## src/rtl/seg_p2s_shifter.sv

```systemverilog
// Serializes a captured segment image MSB-first into an external SIPO chain, then latches it.
// Optional feature: define SEG_P2S_AUTO_REFRESH_EN for periodic self-started transfers.
module seg_p2s_shifter #(
  parameter int unsigned DATA_W  = 64,
  parameter int unsigned CLK_DIV = 2
`ifdef SEG_P2S_AUTO_REFRESH_EN
  ,
  parameter int unsigned REFRESH_CYC = 50000
`endif
) (
  input  logic              clk,
  input  logic              rst_n,
  input  logic              start,
  input  logic [DATA_W-1:0] SEG_TXT,
  output logic              busy,
  output logic              done,
  output logic              seg_clk,
  output logic              seg_dt,
  output logic              seg_latch,
  output logic              seg_clrn
);

  localparam int unsigned CntW = $clog2(DATA_W + 1);
  localparam int unsigned PhW  = (CLK_DIV > 1) ? $clog2(CLK_DIV) : 1;

  typedef enum logic [1:0] {StIdle, StShift, StLatch} state_e;

  state_e            r_state, w_state_d;
  logic [DATA_W-1:0] r_sreg, w_sreg_d;
  logic [CntW-1:0]   r_cnt, w_cnt_d;
  logic [PhW-1:0]    r_phase, w_phase_d;
  logic              r_seg_clk, w_seg_clk_d;
  logic              r_latch, w_latch_d;
  logic              r_busy, w_busy_d;
  logic              r_done, w_done_d;
  logic              r_clrn;
  logic              w_start;
  logic              w_phase_last;

`ifdef SEG_P2S_AUTO_REFRESH_EN
  localparam int unsigned IdW = (REFRESH_CYC > 1) ? $clog2(REFRESH_CYC) : 1;

  logic [IdW-1:0] r_idle_cnt, w_idle_cnt_d;
  logic           w_auto_start;

  assign w_auto_start = (r_state == StIdle) && (r_idle_cnt == IdW'(REFRESH_CYC - 1));
  assign w_start      = start | w_auto_start;

  // Counts only while idle; any accepted start (or a busy transfer) parks it at zero.
  always_comb begin
    w_idle_cnt_d = '0;
    if (r_state == StIdle && !w_start) begin
      w_idle_cnt_d = r_idle_cnt + IdW'(1);
    end
  end

  always_ff @(posedge clk or negedge rst_n) begin
    if (!rst_n) begin
      r_idle_cnt <= '0;
    end else begin
      r_idle_cnt <= w_idle_cnt_d;
    end
  end
`else
  assign w_start = start;
`endif

  assign w_phase_last = (r_phase == PhW'(CLK_DIV - 1));

  always_comb begin
    w_state_d   = r_state;
    w_sreg_d    = r_sreg;
    w_cnt_d     = r_cnt;
    w_phase_d   = r_phase;
    w_seg_clk_d = r_seg_clk;
    w_latch_d   = r_latch;
    w_busy_d    = r_busy;
    w_done_d    = 1'b0;
    unique case (r_state)
      StIdle: begin
        if (w_start) begin
          w_sreg_d    = SEG_TXT;
          w_cnt_d     = CntW'(DATA_W);
          w_phase_d   = '0;
          w_seg_clk_d = 1'b0;
          w_busy_d    = 1'b1;
          w_state_d   = StShift;
        end
      end
      StShift: begin
        if (w_phase_last) begin
          w_phase_d = '0;
          if (!r_seg_clk) begin
            w_seg_clk_d = 1'b1;
          end else begin
            // End of the high half: advance to the next bit.
            w_seg_clk_d = 1'b0;
            w_sreg_d    = {r_sreg[DATA_W-2:0], 1'b0};
            w_cnt_d     = r_cnt - CntW'(1);
            if (r_cnt == CntW'(1)) begin
              w_latch_d = 1'b1;
              w_state_d = StLatch;
            end
          end
        end else begin
          w_phase_d = r_phase + PhW'(1);
        end
      end
      StLatch: begin
        if (w_phase_last) begin
          w_phase_d = '0;
          w_latch_d = 1'b0;
          w_busy_d  = 1'b0;
          w_done_d  = 1'b1;
          w_state_d = StIdle;
        end else begin
          w_phase_d = r_phase + PhW'(1);
        end
      end
      default: begin
        w_state_d = StIdle;
      end
    endcase
  end

  always_ff @(posedge clk or negedge rst_n) begin
    if (!rst_n) begin
      r_state   <= StIdle;
      r_sreg    <= '0;
      r_cnt     <= '0;
      r_phase   <= '0;
      r_seg_clk <= 1'b0;
      r_latch   <= 1'b0;
      r_busy    <= 1'b0;
      r_done    <= 1'b0;
      r_clrn    <= 1'b0;
    end else begin
      r_state   <= w_state_d;
      r_sreg    <= w_sreg_d;
      r_cnt     <= w_cnt_d;
      r_phase   <= w_phase_d;
      r_seg_clk <= w_seg_clk_d;
      r_latch   <= w_latch_d;
      r_busy    <= w_busy_d;
      r_done    <= w_done_d;
      r_clrn    <= 1'b1;
    end
  end

  // The register drains to zero by LATCH, so its MSB doubles as the registered data line.
  assign seg_dt    = r_sreg[DATA_W-1];
  assign seg_clk   = r_seg_clk;
  assign seg_latch = r_latch;
  assign busy      = r_busy;
  assign done      = r_done;
  assign seg_clrn  = r_clrn;

endmodule

```

## config.mk

```make
export PLATFORM = sky130hd
export DESIGN_NAME = seg_p2s_shifter
export DESIGN_NICKNAME = d
export VERILOG_FILES = /design/src/rtl/seg_p2s_shifter.sv
export SDC_FILE = /design/constraint.sdc
export NUM_CORES = 1
export LEC_CHECK = 0
export BUFFER_PORTS_ARGS = -buffer_cell sky130_fd_sc_hd__buf_4
export CAP_MARGIN = 20
export CORE_AREA = 2 2 74 112
export CTS_CLUSTER_DIAMETER = 100
export CTS_CLUSTER_SIZE = 8
export DETAILED_ROUTE_END_ITERATION = 8
export DIE_AREA = 0 0 76 114
export PLACE_DENSITY = 0.75
export REMOVE_ABC_BUFFERS = 1
export SKIP_CTS_REPAIR_TIMING = 1
export SYNTH_ARGS = -nofsm -noshare
export SYNTH_HDL_FRONTEND = slang
export SYNTH_SLANG_ARGS = --single-unit
```

## constraint.sdc

```tcl
create_clock -name clk -period 1.69 [get_ports clk]
set_input_delay 0.0845 -clock clk [delete_from_list [all_inputs] [get_ports clk]]
set_output_delay 0.0845 -clock clk [all_outputs]
set_load 0.01 [all_outputs]
```

==> insert_results.sql <==
INSERT INTO impl_metrics (metric_group, metric, value, unit) VALUES
('sta', 'period_minus_slack', '1630', 'ps'),
('cts', 'h-tree-depth', '3', ''),
('synth', 'synth_area_per_cell', '10.33', 'um2'),
('synth', 'yosys.cell_types.count', '36', ''),
('route', 'dr_total_vias', '2897', ''),
('synth', 'synthesis.instances', '364', ''),
('synth', 'mappedNetlistArea', '0.003760', 'mm2'),
('synth', 'yosys-top-cells-area', 'dfrtp_1 53%, mux2i_1 17%, a21oi_1 8.8%', ''),
('run', 'maxCapViolCount', '0', ''),
('critical_path', 'depth_of_the_worst_register_to_register_path', '7', ''),
('cts', 'cts_buffers', '9', ''),
('route', 'firstDrtPassIters', '5', ''),
('worst_hold_path', 'number_of_instances_on_the_worst_hold_path', '3', ''),
('pwr', 'tot_pwr', '9.457', 'mW'),
('route', 'post_drt_wl_per_cell', '14.27', 'um'),
('layout', 'n_antenna_cell', '0', ''),
('placed_design', 'placedInstanceArea', '0.004501', 'mm2'),
('synth', 'synthArstFlopShare', '100.0', '%'),
('die', 'row_count', '40', ''),
('global_route', 'antenna_found_initial', '0', ''),
('cts', 'cts_tree', 'yes', ''),
('global_route', 'grt_start_max_net_pins', '76', ''),
('layout', 'n_fill_cell', '628', ''),
('pwr', 'power_density', '1923', 'mW/mm2'),
('synth', 'synth.ff_latch_count', '79', ''),
('global_route', 'groute.usage.overall', '18.27', '%'),
('placed_design', 'place.port_buffers', '72', ''),
('sta', 'rsz0062_at_grt', 'true', ''),
('critical_path', 'setup.worst_path.class', 'flip-flop to flip-flop', ''),
('cts', 'clk_latency_worst_skew_pair', '330', 'ps'),
('synth', 'synth_sequential_area_ratio', '52.58', '%'),
('sta', 'max_freq', '613.4', 'MHz'),
('sta', 'final-hold-violation-count', '0', ''),
('route', 'route.final.wire_length', '7907', 'um'),
('synth', 'yosysTopAreaCell', 'dfrtp_1', ''),
('cts', 'cts.clk_slew.worst_paths', '60', 'ps'),
('placed_design', 'dp.final_hpwl', '5111', 'um'),
('die', 'design.core.area', '0.007757', 'mm2'),
('placed_design', 'place.gp.congestion', '0.8508', ''),
('sta', 'setup-violations-final', '0', ''),
('synth', 'yosys_most_used_dff', 'dfrtp_1', ''),
('die', 'die_h', '114', 'um'),
('layout', 'layout.cell_area.non_filler', '0.004918', 'mm2'),
('critical_path', 'cp_data_required_time', '1910', 'ps'),
('pwr', 'worst_ir_drop_vdd', '1133', 'uV'),
('critical_path', 'worstSetupStartpointType', 'flip-flop', ''),
('die', 'floorplan.io_pins', '73', ''),
('synth', 'yosys_warnings', '0', ''),
('route', 'drt_drc_violations_left', '0', ''),
('die', 'effective_utilization_at_floorplan', '48.47', '%'),
('die', 'die-area', '0.008664', 'mm2'),
('global_route', 'grt_pass1_vias', '2736', ''),
('cts', 'clock_tree.buffer_depth', '2', ''),
('synth', 'top_cell_type_s_share_of_synthesized_area', '52.58', '%'),
('run_status', 'status', 'completed', ''),
('layout', 'layout-drive-gt1-share', '26.50', '%'),
('route', 'initialDrtViolationCount', '195', ''),
('sta', 'finClkSkew', '4.479', 'ps'),
('synth', 'synth_edf_count', '0', ''),
('global_route', 'grt_pass1_wl', '12600', 'um'),
('sta', 'final.period_utilization', '96.47', '%'),
('cts', 'clk_tree_root_cell', 'clkbuf_16', ''),
('layout', 'p_r_area_growth_vs_syn', '30.82', '%'),
('critical_path', 'worstSetupEndpointType', 'flip-flop', ''),
('critical_path', 'critical_path.max_fanout', '6', ''),
('worst_hold_path', 'class_of_the_worst_hold_path', 'input pin to flip-flop', ''),
('route', 'final_antenna_net_count', '0', ''),
('die', 'die-width', '76', 'um'),
('layout', 'finish.net_count', '517', ''),
('cts', 'cts.sinks', '79', ''),
('sta', 'drv_slew', '0', ''),
('route', 'routed_via_density', '5.229', ''),
('critical_path', 'crit_path_dat', '1850', 'ps'),
('global_route', 'grt.overflow.total', '0', ''),
('pwr', 'total_leakage_power', '2.272', 'nW');
-- cell families (layout without fill, tap and decap cells) --
logic type                 Yosys count  in the layout  synth area share (%)
adders and majority gates            6              6                 1.997
buffers and inverters               31            116                 3.827
xor gates and xnor gates             5              5                 1.165
DFF                                 79             79                 52.58
and+or+nand+nor                     96             96                 11.25
AOI/OAI and AO/OA                   80             80                 11.38
other                                1              1               0.09974
muxes                               66             66                 17.70
-- power by group --
part / leakage (nW) / total (mW) / switching, mW / internal, mW
combinational: 1.25 / 4.26 / 2.24 / 2.02
sequential: 0.873 / 3.26 / 0.505 / 2.76
clock: 0.144 / 1.93 / 0.756 / 1.17
total: 2.27 / 9.46 / 3.50 / 5.96
-- sequential cells by signal, indices dropped and copies added, names as in the netlist --
signal,count
r_sreg,64
done,1
busy,1
seg_clk,1
r_cnt,7
r_phase,1
seg_latch,1
r_state,2
seg_clrn,1
-- synth_stat cells, drive strengths merged (3+ instances only) --
library cell / count
o21ai: 5
buf: 20
xnor2: 5
nand2: 5
nand2b: 4
clkbuf: 3
mux2i: 65
o211ai: 3
dfrtp: 79
inv: 8
nor2: 71
a21oi: 66
ha: 6
-- final cells by class --
cell class | instances | area, um2 | area share [%]
well taps | 105 | 131.4 | 2.671
multi-input cells | 254 | 1685 | 34.27
clock inverters | 6 | 60.06 | 1.221
flip-flops and latches | 79 | 1977 | 40.19
clock buffers | 10 | 239.0 | 4.859
inverters | 8 | 30.03 | 0.6105
repair buffers | 92 | 795.8 | 16.18
-- cells in the final DEF, fill, tap and decap left out, types with 2 or more instances in the layout --
master / Yosys / layout
nor4b_1: 2 / 2
nand2_1: 5 / 5
clkbuf_16: 0 / 11
a21oi_1: 66 / 64
o21ai_0: 5 / 5
dlygate4sd3_1: 0 / 2
nor2_1: 70 / 67
mux2i_1: 64 / 64
nand2b_1: 4 / 4
clkinv_2: 0 / 3
xnor2_1: 5 / 5
buf_6: 0 / 2
buf_4: 1 / 81
nor3_1: 2 / 2
dfrtp_1: 79 / 79
nor2_2: 0 / 3
clkinvlp_4: 0 / 2
o211ai_1: 3 / 3
nor4_1: 2 / 2
buf_12: 0 / 4
inv_1: 8 / 7
nand3_1: 2 / 2
ha_1: 6 / 4
a21oi_2: 0 / 2
-- path summary, 6_finish.rpt --
path                                   end        start  slack [ps]
max in group asynchronous       r_sreg[12]        rst_n         840
worst min-delay path            r_sreg[22]  SEG_TXT[22]          50
min in group asynchronous       r_sreg[61]        rst_n         210
worst max register to register    r_cnt[5]   r_state[0]          60
worst max-delay path              r_cnt[5]   r_state[0]          60
worst min register to register        busy         busy         510
-- metal layers --
| layer | track usage, % | share of wire [%] | up-vias |
|---|---|---|---|
| met1 | 22.47 | 41 | 1393 |
| met2 | 31.19 | 53 | 67 |
| met5 | 0 | 0 | - |
| met3 | 2.769 | 3.6 | 13 |
| met4 | 9.818 | 2.3 | 0 |
| li1 | - | - | 1424 |
-- through the flow --
step	util, %	worst slack, ps	instances	hold slack (ps)	setup TNS [ps]
2_1_floorplan	-	-3554	341	-211.1	-249090
3_3_place_gp	58.02	45.29	534	19.13	0
3_5_place_dp	58.02	-9.729	534	22.56	-25.05
4_1_cts	61.87	-23.32	550	-334.2	-212.0
5_1_grt	63.40	-50.46	554	54.86	-666.7
6_report	63.40	59.72	554	45.00	0
-- worst max-delay path: stages (launching register included) --
cell	delay, ps
dfrtp_1	340
inv_1	60
ha_2	210
mux2i_4	220
buf_4	150
nor4_1	320
xnor2_1	160
nor2_1	50
No activity file was read; power rests on OpenSTA's default activity.
